`src/rtl/word_serializer_tx_pkg.sv`:
```
// Shared definitions for the framed serial link (transmitter and its receiver).
//   tx_state_e     : frame FSM states
//   *_LEVEL        : line levels for idle, start and stop bits
package word_serializer_tx_pkg;

  typedef enum logic [2:0] {
    ST_IDLE,
    ST_START,
    ST_DATA,
    ST_PARITY,
    ST_STOP
  } tx_state_e;

  localparam logic TX_IDLE_LEVEL = 1'b1;
  localparam logic START_LEVEL   = 1'b0;
  localparam logic STOP_LEVEL    = 1'b1;

endpackage

```
`src/rtl/word_serializer_tx_if.sv`:
```
// Parallel word handshake into the serializer.
//   d       : word to send, sampled only on accept
//   d_valid : source has a word
//   d_ready : serializer can take a word this cycle
interface word_serializer_tx_if #(
  parameter int WIDTH = 7
);
  logic [WIDTH-1:0] d;
  logic             d_valid;
  logic             d_ready;

  modport master (output d, output d_valid, input d_ready);
  modport slave  (input d, input d_valid, output d_ready);
endinterface

```
`src/rtl/word_serializer_tx_bit_timer.sv`:
```
// Bit period timer: counts 0..BIT_CYCLES-1 while run is high, wraps on
// terminal count and holds at 0 while stopped.
//   clk, reset : clock, synchronous active-high reset
//   run        : count enable (frame in progress)
//   tick       : current cycle is the last cycle of the bit
//   tick_next  : next cycle will be the last cycle of a bit (if run holds)
module bit_timer #(
  parameter int BIT_CYCLES = 4
) (
  input  logic clk,
  input  logic reset,
  input  logic run,
  output logic tick,
  output logic tick_next
);
  localparam int CNT_W = $clog2(BIT_CYCLES) + 1;
  localparam logic [CNT_W-1:0] TERM = CNT_W'(BIT_CYCLES - 1);

  logic [CNT_W-1:0] cnt_q, cnt_d;

  assign cnt_d     = (cnt_q == TERM) ? '0 : cnt_q + CNT_W'(1);
  assign tick      = run && (cnt_q == TERM);
  // lookahead lets the top register done/d_ready for the final cycle
  assign tick_next = (cnt_d == TERM);

  always_ff @(posedge clk) begin
    if (reset || !run) cnt_q <= '0;
    else               cnt_q <= cnt_d;
  end
endmodule

```
`src/rtl/word_serializer_tx.sv`:
```
// Framed parallel-to-serial transmitter.
// Frame: start (0), WIDTH data bits LSB first, optional even parity,
// STOP_BITS stop bits (1). Each bit lasts BIT_CYCLES clocks.
//   clk, reset : clock, synchronous active-high reset
//   in_if      : d / d_valid / d_ready word handshake (slave side)
//   tx         : serial line, idles high
//   busy       : frame in progress
//   done       : high during the last cycle of the final stop bit
module word_serializer_tx
  import word_serializer_tx_pkg::*;
#(
  parameter int WIDTH      = 7,
  parameter int BIT_CYCLES = 4,
  parameter int PARITY_EN  = 0,
  parameter int STOP_BITS  = 1
) (
  input  logic                clk,
  input  logic                reset,
  word_serializer_tx_if.slave in_if,
  output logic                tx,
  output logic                busy,
  output logic                done
);
  localparam int BIDX_W = $clog2(WIDTH + 1);
  localparam logic [BIDX_W-1:0] LAST_BIT  = BIDX_W'(WIDTH - 1);
  localparam logic [1:0]        LAST_STOP = 2'(STOP_BITS - 1);

  tx_state_e         state_q;
  logic [WIDTH-1:0]  sh_q;
  logic              par_q;
  logic [BIDX_W-1:0] bit_q;
  logic [1:0]        stop_q;
  logic              tx_q, busy_q, d_ready_q, done_q;

  logic tick, tick_next, accept, last_stop_d, done_d, stop_end;

  bit_timer #(.BIT_CYCLES(BIT_CYCLES)) u_timer (
    .clk       (clk),
    .reset     (reset),
    .run       (state_q != ST_IDLE),
    .tick      (tick),
    .tick_next (tick_next)
  );

  assign accept   = in_if.d_valid && d_ready_q;
  assign stop_end = (state_q == ST_STOP) && tick && (stop_q == LAST_STOP);

  // Will the next cycle be inside the final stop bit?
  always_comb begin
    last_stop_d = 1'b0;
    case (state_q)
      ST_DATA:   last_stop_d = tick && (bit_q == LAST_BIT) &&
                               (PARITY_EN == 0) && (STOP_BITS == 1);
      ST_PARITY: last_stop_d = tick && (STOP_BITS == 1);
      ST_STOP:   last_stop_d = tick ? (2'(stop_q + 2'd1) == LAST_STOP)
                                    : (stop_q == LAST_STOP);
      default:   last_stop_d = 1'b0;
    endcase
  end

  assign done_d = last_stop_d && tick_next;

  always_ff @(posedge clk) begin
    if (reset) begin
      state_q   <= ST_IDLE;
      sh_q      <= '0;
      par_q     <= 1'b0;
      bit_q     <= '0;
      stop_q    <= '0;
      tx_q      <= TX_IDLE_LEVEL;
      busy_q    <= 1'b0;
      d_ready_q <= 1'b0;
      done_q    <= 1'b0;
    end else begin
      done_q <= done_d;
      // accept only happens in IDLE or the final stop cycle
      if (accept) begin
        state_q   <= ST_START;
        sh_q      <= in_if.d;
        par_q     <= ^in_if.d;
        bit_q     <= '0;
        stop_q    <= '0;
        tx_q      <= START_LEVEL;
        busy_q    <= 1'b1;
        d_ready_q <= 1'b0;
      end else begin
        case (state_q)
          ST_IDLE: begin
            d_ready_q <= 1'b1;
            busy_q    <= 1'b0;
            tx_q      <= TX_IDLE_LEVEL;
          end
          ST_START: if (tick) begin
            state_q <= ST_DATA;
            tx_q    <= sh_q[0];
            sh_q    <= sh_q >> 1;
          end
          ST_DATA: if (tick) begin
            if (bit_q == LAST_BIT) begin
              if (PARITY_EN != 0) begin
                state_q <= ST_PARITY;
                tx_q    <= par_q;
              end else begin
                state_q <= ST_STOP;
                tx_q    <= STOP_LEVEL;
              end
            end else begin
              bit_q <= bit_q + BIDX_W'(1);
              tx_q  <= sh_q[0];
              sh_q  <= sh_q >> 1;
            end
          end
          ST_PARITY: if (tick) begin
            state_q <= ST_STOP;
            tx_q    <= STOP_LEVEL;
          end
          ST_STOP: if (tick) begin
            if (stop_q == LAST_STOP) begin
              state_q <= ST_IDLE;
              busy_q  <= 1'b0;
              tx_q    <= TX_IDLE_LEVEL;
            end else begin
              stop_q <= stop_q + 2'd1;
            end
          end
          default: state_q <= ST_IDLE;
        endcase
        // ready opens for the final stop cycle and stays open into IDLE
        if (state_q != ST_IDLE) d_ready_q <= done_d || stop_end;
      end
    end
  end

  assign in_if.d_ready = d_ready_q;
  assign tx            = tx_q;
  assign busy          = busy_q;
  assign done          = done_q;
endmodule

```
`src/flat_wrapper.sv`:
```
// flat-port wrapper written by rule: the top's interface ports become plain ports
module word_serializer_tx_flat import word_serializer_tx_pkg::*;
#(
  parameter int WIDTH      = 7,
  parameter int BIT_CYCLES = 4,
  parameter int PARITY_EN  = 0,
  parameter int STOP_BITS  = 1
)
  (clk, reset, tx, busy, done, in_if_d, in_if_d_valid, in_if_d_ready);
  word_serializer_tx_if #(.WIDTH(WIDTH)) in_if_i ();
  input  logic clk;
  input  logic reset;
  output logic tx;
  output logic busy;
  output logic done;
  input wire logic [$bits(in_if_i.d)-1:0] in_if_d;
  input wire logic [$bits(in_if_i.d_valid)-1:0] in_if_d_valid;
  output wire logic [$bits(in_if_i.d_ready)-1:0] in_if_d_ready;
  assign in_if_i.d = in_if_d;
  assign in_if_i.d_valid = in_if_d_valid;
  assign in_if_d_ready = in_if_i.d_ready;
  word_serializer_tx #(.WIDTH(WIDTH), .BIT_CYCLES(BIT_CYCLES), .PARITY_EN(PARITY_EN), .STOP_BITS(STOP_BITS)) u_core (.clk(clk), .reset(reset), .in_if(in_if_i), .tx(tx), .busy(busy), .done(done));
endmodule
```
`config.mk`:
```
export PLATFORM = sky130hd
export DESIGN_NAME = word_serializer_tx_flat
export DESIGN_NICKNAME = d
export VERILOG_FILES = /design/src/rtl/word_serializer_tx_pkg.sv /design/src/rtl/word_serializer_tx_if.sv /design/src/rtl/word_serializer_tx_bit_timer.sv /design/src/rtl/word_serializer_tx.sv /design/src/flat_wrapper.sv
export SDC_FILE = /design/constraint.sdc
export NUM_CORES = 1
export LEC_CHECK = 0
export ABC_AREA = 1
export ABC_CLOCK_PERIOD_IN_PS = 3500
export BUFFER_PORTS_ARGS = -buffer_cell sky130_fd_sc_hd__buf_2
export CAP_MARGIN = 20
export CORE_ASPECT_RATIO = 0.7
export CORE_MARGIN = 1.5
export CORE_UTILIZATION = 45
export DETAILED_ROUTE_END_ITERATION = 8
export GPL_TIMING_DRIVEN = 1
export PLACE_DENSITY = 0.74
export SYNTH_ARGS = -nofsm -noshare
export SYNTH_HDL_FRONTEND = slang
export SYNTH_SLANG_ARGS = --single-unit
```
`constraint.sdc`:
```
create_clock -name clk -period 3.5 [get_ports clk]
set_input_delay 0.35 -clock clk [delete_from_list [all_inputs] [get_ports clk]]
set_output_delay 0.35 -clock clk [all_outputs]
set_load 0.005 [all_outputs]
```
==> results.txt, run 1 <==
The layout net count is 199, and the number of buffers on the longest clock path is 2. STA classifies the critical path startpoint as a flip-flop. The proportion of register bits with asynchronous set or reset after synthesis is 0%. The tools report the H-tree depth as 1.

Total count of max-transition violations in the final report: 0. The number of gates resized after CTS was 0; the depth of the worst register-to-register path was 7. The number of global-route vias before repair is 860.

Along the worst hold path, the cell count comes to 2. The initial antenna violation count is 0. The initial cell density of the core is 47.13%.

For the sink count of the clock tree, the log shows 22. The first-pass GRT wire length is 3815 um. For hold timing, the worst endpoint is u_core.state_q[0].

IR analysis of the VDD net gives a maximum drop of 295.2 uV. Using the TritonRoute via totals, the vias-per-cell ratio works out to 4.718. For the register-to-register path setup slack, the log shows 1890 ps. The repair_antennas step left the layout with diodes totalling 0.

The average footprint of a synthesized cell was 6.885 um2; the worst hold slack was 251.2 ps. The combinational family with the most area after synthesis was simple AND/OR/NAND/NOR gates. The tools report the final core utilization as 53.03%.

The signal on the critical path passes through ha_1, nand2_1, nand3_1, nand3_2, nand2_2, nor2_1, nor2_2. The post-route clock period utilization was 45.86%. Setup repair after global routing left no endpoint under its margin. During I/O placement, the number of pins put on the boundary was 14. In this design, the stage delay of the slowest critical-path cell is 350 ps. Data on the critical path is required at its endpoint by 3730 ps. For the arrival time at the worst endpoint, the log shows 1840 ps. The run finished with clean final reports. The tools report the total global-route track usage as 17.53%. The HPWL after detailed placement is 1677 um.

Net switching is 27.89% of the power. In this run the critical register-to-register path is launched from u_core.u_timer.cnt_q[0]. In this run the static leakage power is 0.0006467 uW. TritonCTS built the clock tree.

The share of total power dissipated in the clock network is 33.9%. Time the worst path needs with I/O delays and setup: 1605 ps. The tools report the unique cell type count in the Yosys netlist as 21. The routed layout has 1019 vias.

Per report_power, the sequential group accounts for 47.7% of the total. STA classifies the critical path endpoint as a flip-flop. Counting flops and latches in the post-synthesis netlist gives 22. The most used flip-flop cell after synthesis was dfxtp_1.

Total negative setup slack: 0 ps. By count the netlist is led by 53 x nand2_1, 22 x dfxtp_1, 20 x inv_1, 15 x nor2_1. The floorplan step set the die height to 45.29 um. Entering global routing, the biggest net connects 14 pins.

In the routed design, unresolved DRC markers number 0. For the max capacitance violation total, the log shows 0. The tools report the DRC violation total after the first TritonRoute iteration as 25. The maximum clock frequency came out at 623.0 MHz.

The first detailed-routing pass took 4 iterations. The highest net fanout along the worst path was 12; the number of routed nets with antenna violations was 0. The clock root buffer was clkbuf_4. In the final layout, the share of cells above drive strength 1 is 20.33%.

The synthesized netlist devotes 9.249% of its cell area to compound gates. The tools report the count of buffers added by post-CTS timing repair for setup as 0. Summing the areas of all xor and xnor instances in the mapped netlist gives 0% of the synthesized area.

Yosys instantiated no cell more often than nand2_1. After clock tree synthesis, the clock-pin slew on the worst setup and hold paths is 130 ps. In this run, synthesis inferred 0 flip-flops with an integrated enable. The critical path's slowest cell was dfxtp_1.

Combinational logic is responsible for 18.4% of the overall power. The tools report the number of buffers added by the clock tree synthesis step as 3. Yosys attributes the largest share of cell area to dfxtp_1 38%, nand2_1 17%, ha_1 6.5%.

The tools report the number of warnings printed during yosys synthesis as 0. The actual transition at the worst max-transition pin is 427.3 ps, and the worst max-slew margin expressed relative to the limit is 71.44%. The analysis attributes to net switching a power of 164.4 uW. The endpoint identified for the worst register-to-register timing path is u_core.sh_q[3]. The area growth from synthesis to layout is 12.51%. The adder and majority cell fraction of the synthesized area is 6.529%, and the overall overflow remaining after global route is 0. Hold repair after CTS inserted 0 buffers. The die covers 2872 um2. After technology mapping, the gate count stands at 167. The die is 63.42 um wide.

Insertion delay to the later sink of the worst-skew pair: 320 ps. The total wire length is 2254 um, and the post-synthesis mux area share is 0%. The hold violation count in the final report is 0. Sequential elements use 38.30% of the synthesized area. The area share of and/or/nand/nor cells after synthesis is 36.67%.

The cell area power density works out to 455.5 nW/um2. In this run the most critical hold path is launched from reset. The synthesized design devotes to its leading area cell type 38.30% of total area.

The number of I/O port buffers works out to 13. By startpoint and endpoint, the worst setup path is classified as reg2reg. The final routed wire length divided by cell count works out to 10.44 um.

dfxtp_1 takes more of the synthesized area than any other cell. The synthesized cell area is 1150 um2, and the number of nets produced by synthesis is 183. The tools report the internal power component as 424.9 uW.

After floorplanning, the core was sized to cover 2440 um2. The tightest min-delay check is of the in2reg type. The cell row count came out at 15. The fill cell total of the finished layout is 229. The clock skew after layout is 7.491 ps, and the routability-driven placement congestion ratio is 0.7808. The run gives 0 as the final setup violation count.
-- logic make-up after synthesis --
logic type / after synthesis
DFF: 22
buffers and inverters: 26
AOI/OAI and AO/OA: 18
adders and majority gates: 6
and+or+nand+nor: 95
-- how the worst max path moves through the flow --
stage	from	endpoint	slack (ps)
after floorplan	u_core.u_timer.cnt_q[0]	u_core.sh_q[1]	2110
after global placement	in_if_d_valid	u_core.bit_q[0]	1850
after detailed placement	in_if_d_valid	u_core.bit_q[0]	1850
final	u_core.u_timer.cnt_q[0]	u_core.sh_q[3]	1890
after CTS	u_core.u_timer.cnt_q[0]	u_core.sh_q[3]	1900
after global routing	u_core.u_timer.cnt_q[0]	u_core.sh_q[2]	1700
-- stage by stage --
| step | instances | worst slack (ps) | total power (uW) | instance area, um2 |
|---|---|---|---|---|
| detailed placement | 212 | 1847 | 393.9 | 1241 |
| finish | 216 | 1895 | 589.3 | 1294 |
| global placement | 212 | 1847 | 390.8 | 1241 |
| global route | 216 | 1704 | 617.8 | 1294 |
| CTS | 216 | 1901 | 590.3 | 1294 |
| floorplan | 167 | 2113 | 372.5 | 1150 |
-- power groups by stage --
stage,Combinational [uW],Sequential [uW],Clock [uW]
after floorplan,88.0,285,0
after global placement,105,286,0
after detailed placement,107,286,0
after CTS,108,281,201
after global routing,124,283,210
final,108,281,200
-- area by class of cell --
type	count	area, um2	share of cell area [%]
clock buffer	3	22.52	1.741
clock inverter	1	30.03	2.321
inverter	24	90.09	6.963
multi-input combinational	119	603.1	46.62
sequential	22	440.4	34.04
tap	34	42.54	3.288
timing repair buffer	13	65.06	5.029
-- layer usage --
layer / vias up / share of wire (%) / global-route usage [%]
li1: 547 / - / -
met1: 440 / 51 / 24.69
met2: 30 / 41 / 26.11
met3: 2 / 6.9 / 5.985
met4: 0 / 0.62 / 3.913
met5: - / 0 / 0
-- critical path: cells and delay by family (launching register included) --
kind / cells / cell delay (ps)
and+or+nand+nor: 6 / 950
adders and majority gates: 1 / 230
DFF: 1 / 350
-- layout by cell type (no fill, tap or decap) --
master	instances
inv_1	20
nor2_2	8
buf_2	13
a211oi_1	1
o21ai_0	1
o21ai_1	1
nand3_2	2
o21ai_2	1
ha_1	6
clkbuf_4	3
nor2_1	15
nand3_1	10
a21oi_1	10
inv_2	4
o21a_1	2
nand2_2	4
dfxtp_1	22
nor2_4	1
nor3_1	2
o211ai_1	2
nand2_1	53
bufinv_16	1
-- state kept, by name, summed over array words and instances (netlist names) --
name and count:
u_core.tx 1, u_core.bit_q 3, u_core.u_timer.cnt_q 3, u_core.done 1, u_core.sh_q 7, u_core.busy 1, u_core.state_q 3, u_core.in_if.d_ready 1
u_core.stop_q 2
Note: power is estimated with default switching activity, not from simulation.
==> run 2, diff against run 1 <==
ABC_CLOCK_PERIOD_IN_PS = 1280   (was 3500)
PLACE_DENSITY = 0.77   (was 0.74)
clock period = 1.28 ns   (was 3.5 ns; I/O delays follow)
==> results.txt, run 2 (synthesized netlist as in run 1, its figures left out) <==
The worst setup path is captured at a flip-flop. Summing all placed instances gives a cell area of 1380 um2. STA classifies the critical path startpoint as a flip-flop. The die is 45.29 um tall. The tools report the worst ir drop on vdd as 673.5 uV.

The sequential share of power is 43.8%. In this run the remaining antenna-violating nets after routing total 0. The clock arrives with 7.564 ps of skew. The routed design has 3123 um of wire.

In this run the critical register-to-register path is launched from u_core.bit_q[0]. The final design area excluding fillers was 1622 um2. The register with the most flip-flops in the layout has 7 of them.

The path with the worst hold slack has its endpoint at u_core.sh_q[6]. The tools report the sequential standard cell area as 452.9 um2. The static power due to leakage was 0.0007929 uW. Compared with the post-synthesis result, the final layout area differs by 41.02%. The setup path with the least slack is of type reg2reg.

For the power consumption, the log shows 1764 uW. The logs give 741.2 MHz for the maximum clock frequency and 0 for the total DRC errors in the routed layout. Counting every sink on the clock net gives 22. The multi-input logic area came out at 759.5 um2.

In the layout the commonest cells are 44 x nand2_1, 18 x buf_4, 16 x inv_1. The initial cell density of the core was 47.13%; the initial antenna violation count was 0. For the max capacitance violation total, the log shows 0. The number of global-route vias before repair was 1017.

The reg-to-reg endpoint is u_core.sh_q[1]. The per-cell via count in the routed design came out at 5.000. The pre-antenna-repair detailed-routing pass consisted of 4 iterations. Combinational cells account for 24.7% of the total power. In the final routed layout, each cell accounts on average for 13.18 um.

The overall overflow remaining after global route was 0. Setup repair after global routing could not meet its margin everywhere. The time the worst path needs with I/O delays and setup was 1349 ps; the highest net fanout along the worst path was 6. Clock latency on the worst-skew pair, taken at its later pin, is 330 ps. The depth of the worst register-to-register path was 10. Critical hold path startpoint: in_if_d[6]. The clock passes through at most 2 buffers.

The H-tree depth was 1. For this run, the post-layout net count is 220. The proportion of layout cells with a drive suffix above 1 is 41.38%, and the post-route clock period utilization is 105.4%.

The floorplan step defined a core boundary enclosing 2440 um2. The repair_antennas step left the layout with diodes totalling 0. TritonCTS built the clock tree. More flip-flops sit in one register than any other, and that register is u_core.sh_q. The setup check on the worst reg-to-reg path leaves a slack of -70 ps. The final reports fail on setup timing. At the end of routability-driven placement, the weighted congestion stood at 0.9389. The pin count of the biggest net entering global routing came out at 14. The tree is rooted in a clkbuf_4. The min-delay analysis places its worst path in the category in2reg. Pin placement for this block handled 14 I/O pins. The run finished, with violations left. The internal portion of the total power is 1231 uW. Part of the total power dissipated in the clock network: 31.4%. The most common cell after layout, fill and taps aside is nand2_1.

The fill cell total of the finished layout is 196. The floorplan step defined a die boundary enclosing 2872 um2. Setup violations remaining at the end of the flow were counted as 8.

Row generation in the floorplan step produced 15 rows. The analysis attributes to net switching a power of 532.1 uW. For the worst setup path, the data required time is 1520 ps. For the pin with the worst max-slew slack, the measured transition is 320.5 ps. The total negative setup slack is -398.4 ps. The number of I/O port buffers is 13, and the hold violation count in the final report is 0.

After clock tree synthesis, the clock-pin slew on the worst setup and hold paths is 130 ps. The final core utilization was 66.46%. For the via count, the log shows 1185. The arrival time at the worst endpoint was 1590 ps; the number of buffers added by the clock tree synthesis step was 3. The floorplan step set the die width to 63.42 um. The logs give 20.92% for the total global-route track usage and 38 for the DRC violation total after the first TritonRoute iteration.

Measured against its own limit, the worst slew margin works out to 78.61%. For the final worst slack, the log shows -69.08 ps. The first global-routing pass estimated 4533 um of wire. Net switching is 30.17% of the power. Power spread over the standard cell area amounts to 1088 nW/um2. The number of stages on the worst hold path was 3; the total count of max-transition violations in the final report was 0.

The HPWL after detailed placement is 1932 um.
## run 2: worst max-delay path by stage
stage / from / to / cells past startpoint
after floorplan: u_core.bit_q[0] / u_core.sh_q[1] / 11
after global placement: u_core.bit_q[0] / u_core.sh_q[3] / 10
after detailed placement: u_core.bit_q[0] / u_core.sh_q[2] / 10
after CTS: u_core.bit_q[0] / u_core.sh_q[0] / 10
after global routing: u_core.bit_q[0] / u_core.sh_q[2] / 10
final: u_core.bit_q[0] / u_core.sh_q[1] / 10
## run 2: critical path: stages (launching register included)
cell     delay, ps
dfxtp_2        360
inv_2           40
ha_4           150
nand2_4         60
nand3_4        110
nand2_4        110
nand3_4        130
nand2_8        130
nand2_2         60
nand2_1         60
nor2_2          30
## run 2: area by class of cell
class	instances	area share (%)
Multi-Input combinational cell	120	46.84
Clock buffer	3	1.389
Sequential cell	22	27.93
Timing Repair Buffer	33	13.66
Clock inverter	1	1.852
Tap cell	34	2.623
Inverter	24	5.710
## run 2: per-stage QoR
stage | setup slack [ps] | hold WS [ps] | cells
finish | -69.08 | 20.91 | 237
global route | -123.8 | 35.21 | 237
CTS | -26.19 | 30.13 | 233
detailed placement | -141.7 | 364.2 | 227
global placement | -107.7 | 358.0 | 227
floorplan | -11.76 | 197.1 | 167
## run 2: repair_timing
item,4_1_cts,5_1_grt
endpoints found under the setup margin,13,16
hold buffers,1,0
setup buffers,0,4
endpoints found under the hold margin,1,0
resized for setup,21,18
cloned,1,0
pin swaps,3,11
## run 2: power groups by stage
| stage | clock (uW) | sequential (uW) | combinational, uW |
|---|---|---|---|
| 6_report | 554 | 773 | 436 |
| 4_1_cts | 552 | 770 | 389 |
| 5_1_grt | 570 | 778 | 486 |
| 3_5_place_dp | 0 | 782 | 343 |
| 2_1_floorplan | 0 | 778 | 242 |
| 3_3_place_gp | 0 | 780 | 327 |
## run 2: metal layers
metal	wire length [um]	up-vias	part of all wire (%)	global-route usage, %
met3	133	6	4.3	4.988
met4	68	0	2.2	10.00
met1	1355	554	43	25.69
met2	1566	35	50	35.58
li1	-	590	-	-
met5	0	-	0	0
